`src/rtl/w2421_pkg.sv`:
```
// Shared types and constants for the BCD -> Weighted-2421 stream encoder.
//   w2421_state_e : encoder FSM states
//   W2421_DIGIT_W : bits per digit
//   BCD_MAX       : largest legal BCD digit
//   W2421_CODES   : 2421 code for each legal BCD digit, indexed by digit value
package w2421_pkg;

  typedef enum logic [1:0] {
    IDLE = 2'd0,
    CONV = 2'd1,
    DONE = 2'd2
  } w2421_state_e;

  localparam int W2421_DIGIT_W = 4;
  localparam int BCD_MAX       = 9;

  // Entry [d] is the code for digit d; 5..9 use the upper "2" weight.
  localparam logic [BCD_MAX:0][W2421_DIGIT_W-1:0] W2421_CODES = {
    4'b1111,  // 9
    4'b1110,  // 8
    4'b1101,  // 7
    4'b1100,  // 6
    4'b1011,  // 5
    4'b0100,  // 4
    4'b0011,  // 3
    4'b0010,  // 2
    4'b0001,  // 1
    4'b0000   // 0
  };

endpackage

```
`src/rtl/bcd_digit_to_2421.sv`:
```
// Combinational single-digit BCD -> Weighted-2421 encoder.
//   bcd_i     : 4-bit BCD digit
//   code_o    : 4-bit 2421 code (0000 when the digit is illegal)
//   invalid_o : set when bcd_i > 9
module bcd_digit_to_2421
  import w2421_pkg::*;
(
  input  logic [W2421_DIGIT_W-1:0] bcd_i,
  output logic [W2421_DIGIT_W-1:0] code_o,
  output logic                     invalid_o
);

  always_comb begin
    code_o    = '0;
    invalid_o = 1'b1;
    if (bcd_i <= W2421_DIGIT_W'(BCD_MAX)) begin
      code_o    = W2421_CODES[bcd_i];
      invalid_o = 1'b0;
    end
  end

endmodule

```
`src/rtl/bcd_to_2421_stream.sv`:
```
// Sequential BCD -> Weighted-2421 word encoder, one digit per clock,
// valid/ready handshake on both sides.
//   clk, rst          : clock, synchronous active-high reset
//   in_bcd/in_valid/in_ready       : input word handshake
//   out_2421/out_err_mask/out_err  : encoded word and per-digit error flags
//   out_valid/out_ready            : output word handshake
//   out_parity        : odd parity over out_2421 (only with W2421_PARITY_EN)
// Optional feature macro: W2421_PARITY_EN
module bcd_to_2421_stream
  import w2421_pkg::*;
#(
  parameter int NDIGITS = 4
) (
  input  logic                              clk,
  input  logic                              rst,
  input  logic [W2421_DIGIT_W*NDIGITS-1:0]  in_bcd,
  input  logic                              in_valid,
  output logic                              in_ready,
  output logic [W2421_DIGIT_W*NDIGITS-1:0]  out_2421,
  output logic [NDIGITS-1:0]                out_err_mask,
  output logic                              out_err,
  output logic                              out_valid,
  input  logic                              out_ready
`ifdef W2421_PARITY_EN
  ,
  output logic                              out_parity
`endif
);

  localparam int WW = W2421_DIGIT_W * NDIGITS;
  localparam int CW = (NDIGITS > 1) ? $clog2(NDIGITS) : 1;
  localparam logic [CW-1:0] LAST = CW'(NDIGITS - 1);

  w2421_state_e            state_q, state_d;
  logic [CW-1:0]           cnt_q, cnt_d;
  logic [WW-1:0]           bcd_q, bcd_d;
  logic [WW-1:0]           code_q, code_d;
  logic [NDIGITS-1:0]      mask_q, mask_d;
  logic                    ready_q, ready_d;
  logic                    valid_q, valid_d;
`ifdef W2421_PARITY_EN
  logic                    parity_q, parity_d;
`endif

  logic [W2421_DIGIT_W-1:0] digit_sel;
  logic [W2421_DIGIT_W-1:0] digit_code;
  logic                     digit_inv;

  // Digit mux driven by the counter; a compare loop keeps the select
  // width-clean for any NDIGITS.
  always_comb begin
    digit_sel = '0;
    for (int i = 0; i < NDIGITS; i++) begin
      if (cnt_q == CW'(i)) digit_sel = bcd_q[i*W2421_DIGIT_W +: W2421_DIGIT_W];
    end
  end

  bcd_digit_to_2421 u_digit (
    .bcd_i     (digit_sel),
    .code_o    (digit_code),
    .invalid_o (digit_inv)
  );

  always_comb begin
    state_d  = state_q;
    cnt_d    = cnt_q;
    bcd_d    = bcd_q;
    code_d   = code_q;
    mask_d   = mask_q;
`ifdef W2421_PARITY_EN
    parity_d = parity_q;
`endif
    unique case (state_q)
      IDLE: begin
        if (in_valid) begin
          bcd_d    = in_bcd;
          cnt_d    = '0;
          code_d   = '0;
          mask_d   = '0;
`ifdef W2421_PARITY_EN
          parity_d = 1'b0;
`endif
          state_d  = CONV;
        end
      end
      CONV: begin
        for (int i = 0; i < NDIGITS; i++) begin
          if (cnt_q == CW'(i)) begin
            code_d[i*W2421_DIGIT_W +: W2421_DIGIT_W] = digit_code;
            mask_d[i] = digit_inv;
          end
        end
        if (cnt_q == LAST) begin
          // Counter holds at the last digit rather than wrapping.
          state_d  = DONE;
`ifdef W2421_PARITY_EN
          parity_d = ~^code_d;
`endif
        end else begin
          cnt_d = cnt_q + CW'(1);
        end
      end
      DONE: begin
        if (out_ready) state_d = IDLE;
      end
      default: state_d = IDLE;
    endcase
    // Handshake flags are registered copies of the next state.
    ready_d = (state_d == IDLE);
    valid_d = (state_d == DONE);
  end

  always_ff @(posedge clk) begin
    if (rst) begin
      state_q  <= IDLE;
      cnt_q    <= '0;
      bcd_q    <= '0;
      code_q   <= '0;
      mask_q   <= '0;
      ready_q  <= 1'b1;
      valid_q  <= 1'b0;
`ifdef W2421_PARITY_EN
      parity_q <= 1'b0;
`endif
    end else begin
      state_q  <= state_d;
      cnt_q    <= cnt_d;
      bcd_q    <= bcd_d;
      code_q   <= code_d;
      mask_q   <= mask_d;
      ready_q  <= ready_d;
      valid_q  <= valid_d;
`ifdef W2421_PARITY_EN
      parity_q <= parity_d;
`endif
    end
  end

  assign in_ready     = ready_q;
  assign out_valid    = valid_q;
  assign out_2421     = code_q;
  assign out_err_mask = mask_q;
  assign out_err      = |mask_q;
`ifdef W2421_PARITY_EN
  assign out_parity   = parity_q;
`endif

endmodule

```
`config.mk`:
```
export PLATFORM = sky130hd
export DESIGN_NAME = bcd_to_2421_stream
export DESIGN_NICKNAME = d
export VERILOG_FILES = /design/src/rtl/w2421_pkg.sv /design/src/rtl/bcd_digit_to_2421.sv /design/src/rtl/bcd_to_2421_stream.sv
export SDC_FILE = /design/constraint.sdc
export NUM_CORES = 1
export LEC_CHECK = 0
export CAP_MARGIN = 5
export CELL_PAD_IN_SITES_DETAIL_PLACEMENT = 0
export CELL_PAD_IN_SITES_GLOBAL_PLACEMENT = 2
export CORE_UTILIZATION = 25
export DETAILED_ROUTE_END_ITERATION = 8
export PLACE_DENSITY = 0.77
export SETUP_SLACK_MARGIN = 0.1
export SYNTH_ARGS = -nofsm -noshare
export SYNTH_HDL_FRONTEND = slang
export SYNTH_HIERARCHICAL = 1
export SYNTH_SLANG_ARGS = --single-unit
```
`constraint.sdc`:
```
create_clock -name clk -period 4.03 [get_ports clk]
set_clock_uncertainty 0.15 [all_clocks]
set_input_delay 0.806 -clock clk [delete_from_list [all_inputs] [get_ports clk]]
set_output_delay 0.806 -clock clk [all_outputs]
set_load 0.005 [all_outputs]
```
==> flow_metrics.py <==
metrics = {
    "status": {
        "status": "complete, no violations",
    },
    "cells_and_area": {
        "finalInstanceArea_mm2": 0.00235,
        "fillCellCount": 723,
        "seq_area_um2": 841,
        "post-route-util_pct": 34.5,
        "final_nets": 255,
        "drive_gt1_share_pct": 6.90,
        "areaGrowthSynthToFinish_pct": 31.8,
        "multiInputGateArea_um2": 867,
        "diodes": 0,
        "fin_cells": 328,
    },
    "place": {
        "dp.cells": 320,
        "place_hpwl_um": 3090,
        "placed_cell_area_mm2": 0.00227,
        "io_buffers": 42,
        "place.gp.congestion": 0.741,
    },
    "timing": {
        "max_slew_margin_pct": 57.8,
        "fin_crit_sh_pct": 66.5,
        "final-setup-viol-count": 0,
        "setup_tns_ns": 0,
        "hold_viol": 0,
        "fmax_ghz": 0.373,
        "tightest_slew_ns": 0.628,
        "maxSlewViolCount": 0,
        "finalCriticalPeriod_ns": 2.68,
        "grt_setup_unrepaired": "false",
    },
    "logic_synthesis": {
        "ys_ff_latch": 42,
        "synth-edff-count": 0,
        "synth_top_area_share_pct": 47.1,
        "netlist_area_mm2": 0.00179,
        "yosysUniqueCellTypes": 35,
        "yosys-top-cells-count": "dfxtp_1 (42), nand2_1 (42), a21oi_1 (21)",
        "synth-seq-area-share_pct": 47.1,
        "synthFlopType": "dfxtp_1",
        "synthTopCellsByArea": "dfxtp_1 (47%), o2bb2ai_1 (9.8%), nand2_1 (8.8%)",
        "syn_inst": 190,
        "synthesis.nets": 214,
        "synthArstFlopShare_pct": 0,
        "synth_top_area_cell": "dfxtp_1",
        "yosysWarnings": 6,
        "postSynthAreaPerCell_um2": 9.40,
    },
    "grt": {
        "grt_pass1_wl_um": 7010,
        "track_usage_pct": 12.1,
        "grt.overflow.total": 0,
        "antenna_found_initial": 0,
        "grt_max_degree": 17,
        "grt_pass1_vias": 1447,
    },
    "power_and_ir_drop": {
        "power_density_mw_per_mm2": 346,
        "internal-power_uw": 602,
        "power_uw": 814,
        "p_leak_uw": 0.000799,
        "switching_share_pct": 26.0,
        "power_frac_clock_pct": 33.2,
        "ir_drop_v": 0.000144,
        "p_seq_share_pct": 54.1,
        "p_comb_share_pct": 12.7,
        "p_sw_uw": 212,
    },
    "drt": {
        "final_antenna_net_count": 0,
        "viasPerCell": 4.48,
        "wl_um": 4210,
        "dr.first_iter.drc_count": 64,
        "first_pass_iters": 4,
        "via_count": 1470,
        "drc": 0,
        "avgRoutedWirePerCell_um": 12.8,
    },
    "critical_path": {
        "critPathMaxFanout": 7,
        "reg2reg_from": "cnt_q[1]",
        "cp-startpoint": "cnt_q[1]",
        "ff2ff_path_depth": 9,
        "start_kind": "flip-flop",
        "required_ns": 4.10,
        "end_kind": "flip-flop",
        "crit_type": "flip-flop to flip-flop",
        "reg2reg_slack_ns": 1.35,
        "cp.arrival_ns": 2.75,
    },
    "hold_path": {
        "whs_path_depth": 2,
        "min_from": "bcd_q[0]",
        "hold_class": "flip-flop to flip-flop",
    },
    "die": {
        "die-area_mm2": 0.00748,
        "die_x_um": 86.5,
        "coreArea_mm2": 0.00683,
        "start_util_pct": 26.1,
        "fp-row-count": 30,
        "ios": 43,
        "die_h_um": 86.5,
    },
    "cts": {
        "root_buffer": "clkbuf_8",
        "clkSinkCount": 42,
        "cts_setup_buffers": 0,
        "clk_path_buf_depth": 2,
        "cts_buffers": 5,
        "clk_latency_ns": 0.29,
        "path_clk_slew_ns": 0.08,
        "cts_tree": "done",
        "htree_levels": 2,
        "post_cts_resized": 0,
        "hold_buffers": 0,
    },
    "run": {
        "maxCapViolations": 0,
    },
}
layout by cell type (no fill, tap or decap), drive strengths merged:
cell type / count
clkdlybuf4s50: 42
o31ai: 4
or3: 1
nor3b: 1
inv: 3
nand3: 3
nand4bb: 1
a31oi: 2
mux2: 4
clkbuf: 6
or4: 1
or3b: 3
and2b: 1
a221oi: 4
o21bai: 1
clkinv: 2
o21a: 1
dfxtp: 42
nor2: 2
a211oi: 1
ha: 4
a21oi: 23
o2bb2ai: 20
a21o: 1
nand2: 42
nor2b: 7
and3: 1
nand2b: 6
o21ai: 2
buf: 1
kinds of logic (layout without fill, tap and decap cells):
kind of cell	count (synthesis)	after routing	synth area share, %
compound gates	59	59	23.7
fa+ha+maj	4	4	2.80
mux	4	4	2.73
flops	42	42	47.1
simple gates	69	69	19.3
buf+inv	12	54	4.34
worst paths after layout:
kind                                     to
worst min register to register     bcd_q[0]
worst max register to register  out_2421[5]
worst max-delay path            out_2421[5]
worst min-delay path               bcd_q[0]
flip-flops by register name (all words and copies together), names as in the netlist:
register / flops
bcd_q: 16
cnt_q: 2
in_ready: 1
out_2421: 16
out_err_mask: 4
out_valid: 1
state_q: 2
routing by layer:
metal | track usage, % | up-vias | wire length, µm
met5 | 0 | - | 0
met4 | 4.09 | 0 | 50
met3 | 2.38 | 4 | 108
met2 | 19.8 | 17 | 1940
met1 | 15.9 | 688 | 2110
li1 | - | 761 | -
per-stage QoR:
stage / setup WS (ns) / hold WS [ns]
floorplan: 1.74 / 0.286
global placement: 1.44 / 0.296
detailed placement: 1.37 / 0.298
CTS: 1.35 / 0.317
global route: 1.05 / 0.336
finish: 1.35 / 0.313
power groups by stage:
stage / sequential, µW / combinational (µW) / clock (µW)
CTS: 440 / 105 / 277
finish: 440 / 104 / 270
detailed placement: 450 / 105 / 0
global placement: 450 / 105 / 0
global route: 442 / 117 / 298
floorplan: 445 / 71.0 / 0
layout make-up:
class | instances | share of cell area [%]
tap | 96 | 5.10
multi-input combinational | 136 | 36.8
timing repair buffer | 43 | 18.2
clock inverter | 2 | 0.585
clock buffer | 6 | 3.08
sequential | 42 | 35.7
inverter | 3 | 0.478
critical path: stages, from the launching register on:
cell,delay [ns]
dfxtp_1,0.40
inv_1,0.08
ha_1,0.26
nor2b_1,0.27
a221oi_1,0.13
o31ai_1,0.58
or3b_1,0.40
nand3_1,0.09
nand2b_1,0.12
o2bb2ai_1,0.14
No activity file was read; power rests on OpenSTA's default activity.
